**src/rtl/sram_bus_ctrl.sv**
```systemverilog
// MEM-side responder for an asynchronous 32-bit SRAM.
// Runs setup/access/done cycles per request; every output is registered.
module sram_bus_ctrl #(
  parameter int ADDR_W  = 20,
  parameter int RD_WAIT = 2,
  parameter int WR_WAIT = 2
) (
  input  logic              clk,
  input  logic              rst,
  input  logic              mem_ce_i,
  input  logic              mem_we_i,
  input  logic [31:0]       mem_addr_i,
  input  logic [3:0]        mem_sel_i,
  input  logic [31:0]       mem_data_i,
  output logic [31:0]       mem_data_o,
  output logic              mem_ready_o,
  output logic              bus_err_o,
  output logic [ADDR_W-1:0] sram_addr_o,
  output logic [31:0]       sram_dq_o,
  input  logic [31:0]       sram_dq_i,
  output logic              sram_dq_oe,
  output logic              sram_ce_n,
  output logic              sram_oe_n,
  output logic              sram_we_n,
  output logic [3:0]        sram_be_n
);

  localparam logic [1:0] S_IDLE   = 2'd0;
  localparam logic [1:0] S_SETUP  = 2'd1;
  localparam logic [1:0] S_ACCESS = 2'd2;
  localparam logic [1:0] S_DONE   = 2'd3;

  logic [1:0]        state_q, state_d;
  logic [7:0]        cnt_q, cnt_d;
  logic              we_q, we_d;
  logic [31:0]       rdata_q, rdata_d;
  logic              ready_q, ready_d;
  logic              err_q, err_d;
  logic [ADDR_W-1:0] addr_q, addr_d;
  logic [31:0]       dq_q, dq_d;
  logic              dq_oe_q, dq_oe_d;
  logic              ce_n_q, ce_n_d;
  logic              oe_n_q, oe_n_d;
  logic              we_n_q, we_n_d;
  logic [3:0]        be_n_q, be_n_d;
  logic              oor;
  logic [7:0]        last;

  assign oor  = (mem_addr_i >> (ADDR_W + 2)) != 32'd0;
  assign last = we_q ? 8'(WR_WAIT - 1) : 8'(RD_WAIT - 1);

  always_comb begin
    state_d = state_q;
    cnt_d   = cnt_q;
    we_d    = we_q;
    rdata_d = rdata_q;
    ready_d = ready_q;
    err_d   = err_q;
    addr_d  = addr_q;
    dq_d    = dq_q;
    dq_oe_d = dq_oe_q;
    ce_n_d  = ce_n_q;
    oe_n_d  = oe_n_q;
    we_n_d  = we_n_q;
    be_n_d  = be_n_q;
    unique case (state_q)
      S_IDLE: begin
        if (mem_ce_i) begin
          we_d = mem_we_i;
          if (oor) begin
            // Out-of-range: answer immediately, never touch the pins
            state_d = S_DONE;
            ready_d = 1'b1;
            err_d   = 1'b1;
            if (!mem_we_i) rdata_d = 32'd0;
          end else begin
            state_d = S_SETUP;
            addr_d  = mem_addr_i[ADDR_W+1:2];
            ce_n_d  = 1'b0;
            if (mem_we_i) begin
              dq_oe_d = 1'b1;
              dq_d    = mem_data_i;
              be_n_d  = ~mem_sel_i;
            end else begin
              oe_n_d = 1'b0;
              be_n_d = 4'h0;
            end
          end
        end
      end
      S_SETUP: begin
        state_d = S_ACCESS;
        cnt_d   = 8'd0;
        if (we_q) we_n_d = 1'b0;
      end
      S_ACCESS: begin
        if (cnt_q == last) begin
          state_d = S_DONE;
          ce_n_d  = 1'b1;
          oe_n_d  = 1'b1;
          we_n_d  = 1'b1;
          be_n_d  = 4'hF;
          ready_d = 1'b1;
          if (!we_q) rdata_d = sram_dq_i;
        end else begin
          cnt_d = cnt_q + 8'd1;
        end
      end
      default: begin
        state_d = S_IDLE;
        ready_d = 1'b0;
        err_d   = 1'b0;
        dq_oe_d = 1'b0;
      end
    endcase
  end

  always_ff @(posedge clk) begin
    if (rst) begin
      state_q <= S_IDLE;
      cnt_q   <= 8'd0;
      we_q    <= 1'b0;
      rdata_q <= 32'd0;
      ready_q <= 1'b0;
      err_q   <= 1'b0;
      addr_q  <= '0;
      dq_q    <= 32'd0;
      dq_oe_q <= 1'b0;
      ce_n_q  <= 1'b1;
      oe_n_q  <= 1'b1;
      we_n_q  <= 1'b1;
      be_n_q  <= 4'hF;
    end else begin
      state_q <= state_d;
      cnt_q   <= cnt_d;
      we_q    <= we_d;
      rdata_q <= rdata_d;
      ready_q <= ready_d;
      err_q   <= err_d;
      addr_q  <= addr_d;
      dq_q    <= dq_d;
      dq_oe_q <= dq_oe_d;
      ce_n_q  <= ce_n_d;
      oe_n_q  <= oe_n_d;
      we_n_q  <= we_n_d;
      be_n_q  <= be_n_d;
    end
  end

  assign mem_data_o  = rdata_q;
  assign mem_ready_o = ready_q;
  assign bus_err_o   = err_q;
  assign sram_addr_o = addr_q;
  assign sram_dq_o   = dq_q;
  assign sram_dq_oe  = dq_oe_q;
  assign sram_ce_n   = ce_n_q;
  assign sram_oe_n   = oe_n_q;
  assign sram_we_n   = we_n_q;
  assign sram_be_n   = be_n_q;

endmodule

```
**config.mk**
```make
export PLATFORM = sky130hd
export DESIGN_NAME = sram_bus_ctrl
export DESIGN_NICKNAME = d
export VERILOG_FILES = /design/src/rtl/sram_bus_ctrl.sv
export SDC_FILE = /design/constraint.sdc
export NUM_CORES = 1
export LEC_CHECK = 0
export CAP_MARGIN = 10
export CELL_PAD_IN_SITES_DETAIL_PLACEMENT = 0
export CELL_PAD_IN_SITES_GLOBAL_PLACEMENT = 1
export CORE_MARGIN = 3
export CORE_UTILIZATION = 28
export CTS_CLUSTER_SIZE = 8
export DETAILED_ROUTE_END_ITERATION = 7
export GPL_ROUTABILITY_DRIVEN = 0
export PLACE_DENSITY = 0.87
export SYNTH_ARGS = -nofsm -noshare
export SYNTH_HDL_FRONTEND = slang
export SYNTH_SLANG_ARGS = --single-unit
```
**constraint.sdc**
```tcl
create_clock -name clk -period 2.2 [get_ports clk]
set_input_delay 0.44 -clock clk [delete_from_list [all_inputs] [get_ports clk]]
set_output_delay 0.44 -clock clk [all_outputs]
set_load 0.01 [all_outputs]
```
### After elaboration in Yosys (flattened, before gate mapping)

Cells that the tools add are included.

| storage, ports and cells | value |
|---|---|
| register bits | 105 |
| latch bits | 0 |
| RAM bits | 0 |
| bits in read-only memories | 0 |
| bits of input ports | 104 |
| output and inout bits | 94 |
| logic and storage cells | 82 |
| memories kept | 0 |

| cells by class | value |
|---|---|
| add/subtract/negate cells | 1 |
| multiply operators | 0 |
| div/mod/pow operators | 0 |
| order comparisons | 0 |
| equal/unequal tests | 12 |
| shifts and indexed selects | 0 |
| mux-type cells | 35 |
| bitwise gates (word level) | 4 |
| reductions and logical operators | 17 |

Operators with widths:

| cell | count |
|---|---|
| $mux W32 | 5 |
| $pmux W32 S2 | 1 |
| $reduce_bool A32 Y1 | 1 |
| $ne A2 B2 Y1 const B | 9 |
| $mux W4 | 4 |
| $pmux W8 S2 | 1 |
| $reduce_and A4 Y1 | 4 |
| $mux W1 | 12 |
| $pmux W1 S2 | 5 |
| $reduce_and A3 Y1 | 3 |
| $add A8 B1 Y8 const B | 1 |
| $eq A8 B1 Y1 const B | 1 |
| $mux W8 | 1 |
| $pmux W4 S2 | 1 |
| $mux W2 | 3 |
| $pmux W2 S3 | 1 |
| $reduce_and A2 Y1 | 3 |
| $reduce_and A6 Y1 | 1 |
| $reduce_and A5 Y1 | 1 |
| $not A4 Y4 | 1 |
| $reduce_bool A2 Y1 | 2 |
| $not A1 Y1 | 3 |
| $pmux W1 S3 | 1 |
| $eq A2 B1 Y1 const B | 1 |
| 3 further kinds | 3 |

### Logic depth before layout (Yosys ltp)

| depth | value |
|---|---|
| word-level depth | 5 |
| depth in mapped cells | 9 |
| mapped depth without buffers | 6 |

### Least setup slack after synthesis

OpenSTA, ideal clock, no wires.

| timing | value |
|---|---|
| kind | input port to flip-flop |
| start | in mem_addr_i[27] |
| end | reg addr_q[0], in the netlist sram_addr_o[0] |
| library setup time | 0.128 ns |
| data arrival time | 2.098 ns |
| data required time | 2.072 ns |
| setup slack | -0.026 ns |
| cell stages on the path | 6 |
| buffers on the path | 2 |
| cell sequence | or4_1 or4_1 clkbuf_1 buf_2 mux2i_1 nor2_1 |

| between the ends | value |
|---|---|
| word-level cells in the longest chain between the ends | 3 |

RTL lines:

| element | line | source |
|---|---|---|
| from (decl) | 12 | `input logic [31:0] mem_addr_i,` |
| $reduce_bool A32 Y1 | 49 | `assign oor = (mem_addr_i >> (ADDR_W + 2)) != 32'd0;` |
| $not A1 Y1 (no source line) | n/a |  |
| $reduce_and A3 Y1 (no source line) | n/a |  |
| to (signal assigned) | 140 | `addr_q <= addr_d;` |
| to (decl) | 39 | `logic [ADDR_W-1:0] addr_q, addr_d;` |

Every way passes these cells.
A chain may end at the register's enable or synchronous reset.

### Worst setup path in the final report

| timing | value |
|---|---|
| start | in mem_addr_i[26] |
| end | reg dq_q[3], in the netlist sram_dq_o[3] |

| between the ends | value |
|---|---|
| word-level cells in the longest chain between the ends | 3 |

RTL lines:

| element | line | source |
|---|---|---|
| $reduce_bool A32 Y1 | 49 |  |
| $not A1 Y1 (no source line) | n/a |  |
| $reduce_and A4 Y1 (no source line) | n/a |  |
| to (signal assigned) | 141 | `dq_q <= dq_d;` |
| to (decl) | 40 | `logic [31:0] dq_q, dq_d;` |

Every way passes these cells.

==> metrics.md <==
| Metric | Value |
|---|---|
| Post-synth top area share | `between 40% and 50%` |
| Layout area overhead | `68.22%` |
| Pwr per Cell Area | `~740 nW/um^2` |
| Fmax | `around 460 MHz` |
| DRT antenna net count | `0` |
| Setup crit end kind | `flip-flop` |
| TritonRoute pass-1 iters | `5` |
| Compound-Gate Fraction of Synth Area | `roughly a fifth` |
| Max incr delay on CP | `approximately 0.6 ns` |
| Final Core Density | `about half` |
| Final Hold Vio Count | `0` |
| Largest net degree at the start of global routing | `66` |
| Critical path class | `in2reg` |
| Synthesized Nets | `686` |
| CP max stage cell | `or4_4` |
| Syn Area/Cell | `8.291 um^2` |
| Async S/R FF share, synth | `0%` |
| Slew Limit Fails | `0` |
| Top cell type by total area after synthesis | `dfxtp_1` |
| Mapped Area | `4776 um^2` |
| Die Wd | `about 140 um` |
| Layout Cells excl Fill | `~1,000` |
| Final min period | `about 2.2 ns` |
| Most frequent cell after synthesis | `dfxtp_1` |
| Crit path launch | `mem_addr_i[26]` |
| Worst path arrival time | `~2.5 ns` |
| CTS sink count | `105` |
| H-tree Lvls | `3` |
| Unrepaired setup endpoints after global routing | `yes` |
| Adder-Cell Fraction of Synth Area | `under 10%` |
| CTS tree | `done` |
| Ys Warns | `0` |
| HPWL after DPL | `a little over 10,000 um` |
| Die area | `18,660 um^2` |
| Post-synthesis simple-gate area fraction | `approximately 21%` |
| Max Cap Violations | `0` |
| Worst R2R Start | `cnt_q[1]` |
| Via count | `5,055` |
| Worst vdd ir | `about 0.00046 V` |
| WHS | `0.4631 ns` |
| Number of I/O port buffers | `between 150 and 200` |
| Worst min path class | `reg2reg` |
| I/O pin cnt | `198` |
| Status | `finished clean` |
| Layout cell share with drive strength beyond 1 | `between 15 and 20%` |
| Number of synthesized flops with an enable pin | `0` |
| Leak pwr | `between 3 and 4 nW` |
| Initial DRC count | `280` |
| CP required | `between 2 and 2.5 ns` |
| Clk_skew | `0.007848 ns` |
| Hold Path Origin | `mem_data_o[22]` |
| Total track usage | `approximately 16%` |
| Vias in the first global route | `about 4,500` |
| WL final | `between 15,000 and 20,000 um` |
| CTS Root Cell | `clkbuf_16` |
| Vias per Instance | `a little under 5` |
| First-pass GRT wire length | `23,940 um` |
| Final setup fails | `0` |
| Synth top cells by count | `dfxtp_1 (105), a21oi_1 (73), clkbuf_1 (47)` |
| Top FF cell, synth | `dfxtp_1` |
| Initial antenna violation count | `0` |
| CTS Hold Bufs | `0` |
| Post-synthesis sequential area ratio | `about 44%` |
| # DRC | `0` |
| Skew-Pair Late Insertion Delay | `0.35 ns` |
| Clock transition at path regs | `approximately 0.07 ns` |
| Slew margin rel. | `between 60% and 70%` |
| Row cnt | `47` |
| Top cells by area, synth | `dfxtp_1 (44%), a21oi_1 (7.6%), or4_1 (5.7%)` |
| Starting Density | `28.70%` |
| N_diodes | `0` |
| Synth Instances | `~580` |
| Main combinational cell family by area after synthesis | `simple AND/OR/NAND/NOR gates` |
| DR WL/cell | `15.92 um` |
| Post-synthesis cell type count | `43` |
| CP cell instances | `buf_6, or4_4, or4_4, buf_12, buf_12, or3_4, a21oi_2` |
| Max Buffers Root-to-Sink | `2` |
| Max FO, Critical Path | `5` |
| #FFs+latches synth | `between 100 and 150` |
| Worst-margin pin slew | `0.4881 ns` |
| CTS buffer count | `9` |
| Grt ovf | `0` |
| Pre-CTS setup slack | `-0.7243 ns` |
| Crit share post-route | `98.84%` |
| # nets final | `slightly above 900` |
| CP Launch Type | `primary input` |
| Xor/xnor share of the synthesized area | `less than 1%` |
| Mux contribution to synthesized area | `roughly 4.6%` |
| Fin worst setup slack | `between 0.02 and 0.03 ns` |
| Die height | `about 140 um` |
| Core region area | `~17,000 um^2` |
| Placed insts | `between 900 and 1,000` |
[critical path: cells and delay by family]
kind / cells / cell delay [ns]
AO/OA/AOI/OAI: 1 / 0.13
buffers and inverters: 3 / 0.37
AND/OR/NAND/NOR: 3 / 1.51
[placed cells by master (no fill, tap or decap), types with 22 or more instances in the layout]
master,instances
clkdlybuf4s50_1,184
dfxtp_1,103
a21oi_1,63
buf_4,48
inv_1,38
nor2_1,37
nand2_1,36
or3_1,32
o21ai_1,26
or4_1,26
mux2i_1,22
o31ai_1,22
[final timing paths]
check             slack, ns        endpoint  depth (start not counted)
setup / recovery       0.03    sram_dq_o[3]                          7
hold / removal         0.46  mem_data_o[22]                          2
setup reg to reg       0.04  mem_data_o[17]                          8
hold reg to reg        0.46  mem_data_o[22]                          2
[per-stage QoR]
stage	setup TNS, ns	power (mW)	area [um^2]
2_1_floorplan	-0.1720	3.134	4778
3_3_place_gp	-41.25	4.048	7244
3_5_place_dp	-42.29	4.071	7244
4_1_cts	0	5.768	7721
5_1_grt	-0.1864	6.318	8034
6_report	0	5.978	8034
[routing by layer]
metal	wire, um	up-vias	GRT usage [%]	part of all wire (%)
met5	0	-	0	0
met4	225	0	4.535	1.4
met3	1041	15	4.596	6.4
met2	7498	133	25.63	46
met1	7508	2391	21.16	46
li1	-	2516	-	-
[power breakdown]
part / switching, mW / total [mW] / leakage [nW] / internal, mW
Clock: 0.716 / 1.63 / 0.143 / 0.918
Sequential: 0.0864 / 2.12 / 0.849 / 2.03
Combinational: 1.18 / 2.23 / 2.11 / 1.04
[what timing repair did]
| action | CTS | global route |
|---|---|---|
| setup buffers | 3 | 3 |
| setup endpoints to repair | 88 | 83 |
| pin swaps | 6 | 25 |
| gates resized for setup | 55 | 62 |
| gates cloned | 5 | 4 |
[layout make-up]
class	count	area, um^2
Clock inverter	4	51.30
Clock buffer	12	246.5
Sequential cell	105	2105
Timing Repair Buffer	259	2634
Fill cell	1570	8608
Inverter	39	146.4
Tap cell	220	275.3
Multi-Input combinational cell	383	2576
[logic make-up (layout without fill, tap and decap cells)]
kind of cell / Yosys count / in the layout
flops: 105 / 105
simple gates: 181 / 181
xor+xnor: 5 / 5
mux: 22 / 22
buf+inv: 92 / 314
fa+ha+maj: 6 / 6
compound gates: 165 / 169
[registers in the layout (all words and copies together) (netlist names)]
register     flops
sram_oe_n        1
bus_err_o        1
sram_ce_n        1
cnt_q            8
state_q          2
sram_be_n        4
sram_we_n        1
sram_dq_oe       1
mem_data_o      32
we_q             1
sram_addr_o     20
mem_ready_o      1
sram_dq_o       32
Note: power is estimated with default switching activity, not from simulation.
